`src/rtl/icefifo_wr_if.sv`:
```
// icefifo_wr_if: byte source handshake plus IDT7201 write-port signals.
// The slave modport is the controller's view; master is the environment's.
interface icefifo_wr_if;
  logic [7:0] in_data;
  logic       in_valid;
  logic       in_ready;
  logic       fifo_wr;
  logic [7:0] fifo_q;
  logic       fifo_ff;

  modport master (
    output in_data,
    output in_valid,
    output fifo_ff,
    input  in_ready,
    input  fifo_wr,
    input  fifo_q
  );

  modport slave (
    input  in_data,
    input  in_valid,
    input  fifo_ff,
    output in_ready,
    output fifo_wr,
    output fifo_q
  );
endinterface

```
`src/rtl/icefifo_wr.sv`:
```
// icefifo_wr: write-side controller for an IDT7201-style asynchronous FIFO.
// Bytes are queued from a valid/ready source and strobed into the FIFO with
// tick-counted setup / strobe / recover phases, throttled by a synchronised -FF.
// Optional feature macro: FIFO_WR_STATS_EN adds the 16-bit wr_count port.
//
// state   | meaning
// IDLE    | waiting for a queued byte and a not-full FIFO
// SETUP   | fifo_q driven, -W high, data setup time
// STROBE  | -W low
// RECOVER | -W high, fifo_q held; -FF from this write settles into ff_s
module icefifo_wr #(
  parameter int DEPTH         = 4,
  parameter int SETUP_TICKS   = 1,
  parameter int STROBE_TICKS  = 4,
  parameter int RECOVER_TICKS = 3
) (
  input  logic              clk,
  input  logic              rst,
  icefifo_wr_if.slave       bus
`ifdef FIFO_WR_STATS_EN
  ,
  output logic [15:0]       wr_count
`endif
);

  localparam int AW   = (DEPTH > 1) ? $clog2(DEPTH) : 1;
  localparam int CNTW = AW + 1;
  localparam int RT   = (RECOVER_TICKS < 3) ? 3 : RECOVER_TICKS;
  localparam int TMAX_A = (SETUP_TICKS > STROBE_TICKS) ? SETUP_TICKS : STROBE_TICKS;
  localparam int TMAX   = (TMAX_A > RT) ? TMAX_A : RT;
  localparam int CW     = (TMAX > 1) ? $clog2(TMAX) : 1;

  localparam logic [CNTW-1:0] FULL_CNT = CNTW'(DEPTH);

  typedef enum logic [1:0] {
    IDLE    = 2'd0,
    SETUP   = 2'd1,
    STROBE  = 2'd2,
    RECOVER = 2'd3
  } state_t;

  state_t          state;
  logic [CW-1:0]   tick;
  logic            wr_r;
  logic [7:0]      q_r;
  logic            ff_s1;
  logic            ff_s;

  logic [7:0]      mem [DEPTH];
  logic [AW-1:0]   head;
  logic [AW-1:0]   tail;
  logic [CNTW-1:0] count;

  logic            push;
  logic            start;
  logic            tick_done;

  // Ready follows the registered occupancy only, and is held low during reset.
  assign bus.in_ready = rst && (count < FULL_CNT);
  assign push         = bus.in_valid && bus.in_ready;
  assign tick_done    = (tick == '0);

  // A load may start from IDLE or directly at the last RECOVER tick, so
  // back-to-back writes keep the full setup+strobe+recover period and no more.
  assign start = (count != '0) && ff_s &&
                 ((state == IDLE) || ((state == RECOVER) && tick_done));

  assign bus.fifo_wr = wr_r;
  assign bus.fifo_q  = q_r;

  // Two-stage synchroniser for the asynchronous -FF flag; resets to "full".
  always_ff @(posedge clk) begin
    if (!rst) begin
      ff_s1 <= 1'b0;
      ff_s  <= 1'b0;
    end else begin
      ff_s1 <= bus.fifo_ff;
      ff_s  <= ff_s1;
    end
  end

  // Queue storage; contents need no reset since count gates every read.
  always_ff @(posedge clk) begin
    if (push) begin
      mem[tail] <= bus.in_data;
    end
  end

  // Queue pointers and occupancy.
  always_ff @(posedge clk) begin
    if (!rst) begin
      head  <= '0;
      tail  <= '0;
      count <= '0;
    end else begin
      if (push) begin
        tail <= tail + AW'(1);
      end
      if (start) begin
        head <= head + AW'(1);
      end
      if (push && !start) begin
        count <= count + CNTW'(1);
      end else if (start && !push) begin
        count <= count - CNTW'(1);
      end
    end
  end

  // Write-strobe sequencer with registered -W and data bus.
  always_ff @(posedge clk) begin
    if (!rst) begin
      state <= IDLE;
      tick  <= '0;
      wr_r  <= 1'b1;
      q_r   <= 8'h00;
    end else begin
      case (state)
        IDLE: begin
          if (start) begin
            q_r   <= mem[head];
            tick  <= CW'(SETUP_TICKS - 1);
            state <= SETUP;
          end
        end
        SETUP: begin
          if (tick_done) begin
            wr_r  <= 1'b0;
            tick  <= CW'(STROBE_TICKS - 1);
            state <= STROBE;
          end else begin
            tick <= tick - CW'(1);
          end
        end
        STROBE: begin
          if (tick_done) begin
            wr_r  <= 1'b1;
            tick  <= CW'(RT - 1);
            state <= RECOVER;
          end else begin
            tick <= tick - CW'(1);
          end
        end
        RECOVER: begin
          if (tick_done) begin
            if (start) begin
              q_r   <= mem[head];
              tick  <= CW'(SETUP_TICKS - 1);
              state <= SETUP;
            end else begin
              state <= IDLE;
            end
          end else begin
            tick <= tick - CW'(1);
          end
        end
        default: begin
          state <= IDLE;
          wr_r  <= 1'b1;
        end
      endcase
    end
  end

`ifdef FIFO_WR_STATS_EN
  // Count completed writes on each -W rising edge; wraps at 16 bits.
  always_ff @(posedge clk) begin
    if (!rst) begin
      wr_count <= 16'h0000;
    end else if ((state == STROBE) && tick_done) begin
      wr_count <= wr_count + 16'd1;
    end
  end
`endif

endmodule
```
`src/flat_wrapper.sv`:
```
// flat-port wrapper written by rule: the top's interface ports become plain ports
module icefifo_wr_flat 
#(
  parameter int DEPTH         = 4,
  parameter int SETUP_TICKS   = 1,
  parameter int STROBE_TICKS  = 4,
  parameter int RECOVER_TICKS = 3
)
  (clk, rst, bus_in_data, bus_in_valid, bus_fifo_ff, bus_in_ready, bus_fifo_wr, bus_fifo_q);
  icefifo_wr_if bus_i ();
  input  logic clk;
  input  logic rst;
  input wire logic [$bits(bus_i.in_data)-1:0] bus_in_data;
  input wire logic [$bits(bus_i.in_valid)-1:0] bus_in_valid;
  input wire logic [$bits(bus_i.fifo_ff)-1:0] bus_fifo_ff;
  output wire logic [$bits(bus_i.in_ready)-1:0] bus_in_ready;
  output wire logic [$bits(bus_i.fifo_wr)-1:0] bus_fifo_wr;
  output wire logic [$bits(bus_i.fifo_q)-1:0] bus_fifo_q;
  assign bus_i.in_data = bus_in_data;
  assign bus_i.in_valid = bus_in_valid;
  assign bus_i.fifo_ff = bus_fifo_ff;
  assign bus_in_ready = bus_i.in_ready;
  assign bus_fifo_wr = bus_i.fifo_wr;
  assign bus_fifo_q = bus_i.fifo_q;
  icefifo_wr #(.DEPTH(DEPTH), .SETUP_TICKS(SETUP_TICKS), .STROBE_TICKS(STROBE_TICKS), .RECOVER_TICKS(RECOVER_TICKS)) u_core (.clk(clk), .rst(rst), .bus(bus_i));
endmodule
```
`config.mk`:
```
export PLATFORM = sky130hd
export DESIGN_NAME = icefifo_wr_flat
export DESIGN_NICKNAME = d
export VERILOG_FILES = /design/src/rtl/icefifo_wr_if.sv /design/src/rtl/icefifo_wr.sv /design/src/flat_wrapper.sv
export SDC_FILE = /design/constraint.sdc
export NUM_CORES = 1
export LEC_CHECK = 0
export BUFFER_PORTS_ARGS = -buffer_cell sky130_fd_sc_hd__buf_2
export CORE_MARGIN = 2
export CORE_UTILIZATION = 52
export CTS_CLUSTER_SIZE = 8
export DETAILED_ROUTE_END_ITERATION = 8
export PLACE_DENSITY = 0.74
export RECOVER_POWER = 50
export SLEW_MARGIN = 20
export SYNTH_ARGS = -nofsm -noshare
export SYNTH_HDL_FRONTEND = slang
export SYNTH_SLANG_ARGS = --single-unit
```
`constraint.sdc`:
```
create_clock -name clk -period 2.5 [get_ports clk]
set_input_delay 0.25 -clock clk [delete_from_list [all_inputs] [get_ports clk]]
set_output_delay 0.25 -clock clk [all_outputs]
set_load 0.05 [all_outputs]
```
## Word level (Yosys, flattened, before mapping)

Memories as Yosys holds them, arrays and structs flattened. A register that Yosys moved wholly into a read port is not among the register bits.
Index checks and enable logic that the tools add are counted.

- Mux-type cells: 23
- $add $sub $neg: 5
- Reduce and logical (&&, ||, !) cells: 19
- Magnitude comparators: 1
- Equality and inequality tests: 7

Operator list:

| cell | count |
|---|---|
| two-way mux 2 bit | 10 |
| two-way mux 8 bit | 2 |
| case mux 2 bit (4 select lines) | 2 |
| case mux 8 bit (2 select lines) | 1 |
| inequality test 2 x 1 -> 1 bit (second input constant) | 4 |
| logical AND 1 bit | 7 |
| two-way mux 3 bit | 2 |
| nonzero test 2 bit | 3 |
| two-way mux 1 bit | 5 |
| adder 2 x 1 -> 2 bit (second input constant) | 2 |
| equality test 2 bit (second input constant) | 2 |
| zero test 2 bit | 2 |
| AND reduction 4 bit | 1 |
| adder 3 x 1 -> 3 bit (second input constant) | 1 |
| less-than comparator 3 bit (second input constant) | 1 |
| AND reduction 3 bit | 1 |
| nonzero test 3 bit | 1 |
| subtractor 3 x 1 -> 3 bit (second input constant) | 1 |
| equality test 2 x 1 -> 1 bit (second input constant) | 1 |
| zero test 1 bit | 2 |
| case mux 1 bit (2 select lines) | 1 |
| AND reduction 2 bit | 1 |
| subtractor 2 x 1 -> 2 bit (second input constant) | 1 |
| logical OR 1 bit | 1 |

- RAM bits: 32
- Input bits: 12
- Memories: 1
- Bits in registers: 22
- Output and inout port bits: 10
- Logic and storage cells: 65

Memory list:

| name | words | width | rd ports | clocked after memory_dff | wr ports | RTL line | source |
|---|---|---|---|---|---|---|---|
| u_core.mem | 4 | 8 | 1 | 1 | 1 | icefifo_wr.sv:49 | `logic [7:0] mem [DEPTH];` |

## Depth between registers and ports, before layout

- Word-level depth: 7
- Depth in mapped cells: 11
- Depth with buffers taken out: 10

## Worst setup path before layout

OpenSTA, ideal clock, no wires.

- Path kind: reg2reg
- From: register u_core.count[2]
- To: register u_core.count[2]
- Data required time: 2.424 ns
- Period minus slack after synthesis: 2.489 ns
- Path slack: 0.011 ns
- Setup time: 0.076 ns
- Cell stages (with the launch flop): 9
- Path buffers: 0
- Arrival time: 2.414 ns
- Path through: dfxtp_1 and2b_1 and2_0 ha_1 inv_1 fa_1 xor2_1 or3_1 a21boi_0

- Cells in the longest elaborated chain, start to end: 6
- Elaborated cells on any way between the ends: 15
- Those cells by class: 2 x add/sub; 1 x order compare; 2 x mux; 10 x reduce/logical

Ends and longest elaborated chain:

| item | RTL line | source |
|---|---|---|
| from (decl) | icefifo_wr.sv:52 | `logic [CNTW-1:0] count;` |
| from (signal assigned) | icefifo_wr.sv:103 | `count <= count + CNTW'(1);` |
| from (signal assigned) | icefifo_wr.sv:105 | `count <= count - CNTW'(1);` |
| less-than comparator 3 bit (*) | icefifo_wr.sv:59 | `assign bus.in_ready = rst && (count < FULL_CNT);` |
| logical AND 1 bit (*) | icefifo_wr.sv:59 |  |
| net bus_in_ready | flat_wrapper.sv:16 | `output wire logic [$bits(bus_i.in_ready)-1:0] bus_in_ready;` |
| logical AND 1 bit (*) | icefifo_wr.sv:60 | `assign push = bus.in_valid && bus.in_ready;` |
| net u_core.push | icefifo_wr.sv:54 | `logic push;` |
| zero test 1 bit | icefifo_wr.sv:104 | `end else if (start && !push) begin` |
| logical AND 1 bit | icefifo_wr.sv:104 |  |
| nonzero test 2 bit (no line) | -- |  |

The timed path passes the listed nets; every way through them passes the cells marked *. The select of a mux whose other input is x is not followed.
A chain may end at the register's enable or synchronous reset.

## Final worst setup path

- From: register u_core.state[0]
- To: register u_core.count[2]

- Cells in the longest elaborated chain, start to end: 7
- Elaborated cells on any way between the ends: 10
- Those cells by class: 1 x eq/ne; 1 x mux; 8 x reduce/logical

Ends and longest elaborated chain:

| item | RTL line | source |
|---|---|---|
| from (decl) | icefifo_wr.sv:42 | `state_t state;` |
| from (signal assigned) | icefifo_wr.sv:113 | `state <= IDLE;` |
| from (signal assigned) | icefifo_wr.sv:123 | `state <= SETUP;` |
| from (signal assigned) | icefifo_wr.sv:130 | `state <= STROBE;` |
| equality test 2 bit | icefifo_wr.sv:66 | `((state == IDLE) \|\| ((state == RECOVER) && tick_done));` |
| logical AND 1 bit | icefifo_wr.sv:66 |  |
| logical OR 1 bit (*) | icefifo_wr.sv:66 |  |
| logical AND 1 bit (*) | icefifo_wr.sv:65 | `assign start = (count != '0) && ff_s &&` |
| zero test 1 bit | icefifo_wr.sv:102 | `if (push && !start) begin` |
| logical AND 1 bit | icefifo_wr.sv:102 |  |
| two-way mux 3 bit or nonzero test 2 bit (tied branches) | -- |  |

Every way passes the cells marked *; elsewhere a longest branch is shown, timed or not.

==> results.txt <==
DRC viols - 0
Clock buffer count from CTS - 5
Die area - 0.00509 sq mm
Power Dens Cells - 847 mW/mm^2
H-tree levels - 2
Mean Syn Cell Area - 14.5 sq um
Max-Cap Viols - 0
Final hold vios - 0
Max clock buf depth - 2
Data required, critical path - 2.75 ns
Largest net degree at the start of global routing - 24
CP most frequent cell - inv_1
Via count - 1319
RSZ-0062 raised after global routing - no
HP Class - in2reg
Arrival @ worst endpoint - 2.59 ns
Pre-antenna DRT Iters - 4
Cell variety after synth - 32
ANT nets after route - 0
Post-CTS Repair Setup Buffers - 0
Vias per std cell - 5.47
Rel. slew slack - 0.457
Final WS setup - 0.154 ns
Yosys warnings - 0
Worst ir drop on vdd - 456 uV
Cell area after synthesis - 0.00236 sq mm
Die Y - 71.3 um
Max-slew violation count - 0
Int Pwr - 1570 uW
Setup CP Type - reg2reg
Rows - 24
Worst Skew - 0.00683 ns
TritonCTS clock tree - built
Core box area - 0.00435 sq mm
Commonest non-fill, non-tap cell in the layout - edfxtp_1
Yosys reg bits - 56
Reg power frac - 0.502
Crit path time final - 2.35 ns
Endpoint class of the critical path - flop
Clock transition at path regs - 0.10 ns
Crit path cell chain - inv_1, ha_2, a21oi_2, or2_1, ha_1, inv_1, fa_1, xor2_1, or3_1, a21boi_1
Outcome - finished, final reports clean
Die X - 71.3 um
Cts hold-fix bufs - 0
First-pass GRT wire length - 6600 um
Setup crit start kind - flop
Placed cell areas - 0.00253 sq mm
Comb pwr share - 0.227
CTS sink cnt - 56
Final net count - 214
Clk pwr share - 0.271
PortBufs - 21
Post-route clock period utilization - 0.939
Register area share after synthesis - 0.612
Sw frac - 0.296
# placed instances - 233
Slew @ Worst Pin - 0.814 ns
Most frequent cells in the layout - edfxtp_1 (32), dfxtp_1 (21), clkbuf_1 (18), ha_1 (12)
DP Worst Slack - -0.0214 ns
Achievable frequency - 426 MHz
Initial Utilization - 0.541
Area growth from synthesis to layout - 11.5%
Worst path slowest cell - fa_1
Io pins - 22
Vias in the first global route - 1370
Antenna cells - 0
DR iter-0 viols - 95
Share of cells above drive strength 1 - 0.153
Worst-path maximum fanout - 5
Sum Neg Setup Slack - 0 ns
Total grt overflow - 0
Syn_nets - 188
DP Wirelength - 2790 um
Total Wirelength - 3920 um
Psw - 659 uW
Gpl congestion - 0.828
CTS Root Cell - clkbuf_8
Drt wl/cell - 16.3 um
P_leak - 0.000916 uW
Syn Inst Count - 162
Worst stage delay on the critical path - 0.43 ns
Overall track demand over capacity in global routing - 0.172
Antenna violations before repair - 0
Worst skew pair latency - 0.31 ns
Post-Layout Cell Count - 241
Post-route cell area - 0.00263 sq mm
Final setup viols - 0
Hold slack - 0.148 ns
==> through the flow <==
stage | total power [uW] | utilization
2_1_floorplan | 1490 | -
3_3_place_gp | 1590 | 0.580
3_5_place_dp | 1630 | 0.580
4_1_cts | 2230 | 0.607
5_1_grt | 2330 | 0.603
6_report | 2220 | 0.603
==> routing by layer <==
metal  GRT usage  part of all wire  wire [um]  vias to the layer above
met4      0.0776             0.021         82                        0
met1       0.198              0.41       1630                      654
li1            -                 -          -                      632
met3      0.0352             0.032        125                        9
met2       0.309              0.53       2090                       24
met5           0                 0          0                        -
==> state kept, by name, summed over array words and instances (netlist names), named ones only <==
register / cells
u_core.mem: 32
u_core.bus.fifo_q: 8
u_core.count: 3
u_core.head: 2
u_core.state: 2
u_core.tail: 2
u_core.tick: 2
u_core.bus.fifo_wr: 1
u_core.ff_s: 1
u_core.ff_s1: 1
==> layout make-up <==
cell class	instances	area, sq um
inverter	7	26.3
fill	338	1730
multi-input combinational	94	873
sequential	56	1450
clock inverter	3	46.3
timing repair buffer	24	103
tap	52	65.1
clock buffer	5	68.8
==> worst max-delay path, delay by kind of cell, from the launching register on <==
| family | cells | cell delay [ns] |
|---|---|---|
| compound gates | 2 | 0.26 |
| xor+xnor | 1 | 0.17 |
| fa+ha+maj | 3 | 0.85 |
| buf+inv | 2 | 0.17 |
| flops | 1 | 0.37 |
| simple gates | 2 | 0.45 |
==> cells by family (layout without fill, tap and decap cells) <==
kind of cell / Yosys count / in the layout / synth area share
adder cells (fa/ha/maj): 14 / 14 / 0.0775
XOR/XNOR: 5 / 5 / 0.0186
buffers and inverters: 12 / 39 / 0.0202
flip-flops: 56 / 56 / 0.612
AND/OR/NAND/NOR: 37 / 37 / 0.0951
multiplexers: 19 / 19 / 0.123
AO/OA/AOI/OAI: 19 / 19 / 0.0536
==> repair_timing <==
action	in CTS	in global routing
gates resized for setup	2	6
pin swaps	0	1
endpoints found under the setup margin	1	1
cloned	0	0
==> path summary, 6_finish.rpt <==
| path | from | to | slack [ns] | depth (start not counted) |
|---|---|---|---|---|
| worst max register to register | u_core.state[0]$_SDFFE_PN0P_ | u_core.count[2]$_SDFFE_PN0P_ | 0.15 | 10 |
| worst min-delay path | bus_fifo_ff | u_core.ff_s1$_SDFF_PN0_ | 0.15 | 2 |
| worst max-delay path | u_core.state[0]$_SDFFE_PN0P_ | u_core.count[2]$_SDFFE_PN0P_ | 0.15 | 10 |
| worst min register to register | u_core.ff_s1$_SDFF_PN0_ | u_core.ff_s$_SDFF_PN0_ | 0.45 | 1 |
==> synthesized netlist by cell type <==
cell	instances	area, sq um
inv_1	7	26.3
nor2_4	1	11.3
nand2_1	4	15.0
o21ai_0	7	35.0
a21oi_1	6	30.0
buf_1	1	3.75
dfxtp_1	24	480
buf_2	2	10.0
mux2i_1	11	110
and2_1	7	43.8
nor2_1	2	7.51
or2_0	1	6.26
ha_1	13	163
o31ai_4	1	21.3
or3_1	1	6.26
nor3b_1	2	15.0
and3_1	5	31.3
mux4_2	8	180
nor3_1	1	5.00
clkbuf_1	2	7.51
nor2b_1	11	68.8
o21a_1	1	7.51
fa_1	1	20.0
a21boi_0	1	7.51
edfxtp_1	32	961
xnor2_1	3	26.3
o21bai_1	1	7.51
o2bb2ai_1	1	8.76
o41ai_1	1	8.76
and2b_1	1	7.51
xor2_1	2	17.5
and2_0	1	6.26
==> power by group through the flow <==
stage / sequential (uW) / clock (uW) / combinational, uW
floorplan: 1160 / 0 / 331
global placement: 1120 / 0 / 467
detailed placement: 1130 / 0 / 499
CTS: 1110 / 614 / 501
global route: 1130 / 648 / 555
finish: 1120 / 603 / 506
(Power assumes the default switching activity.)
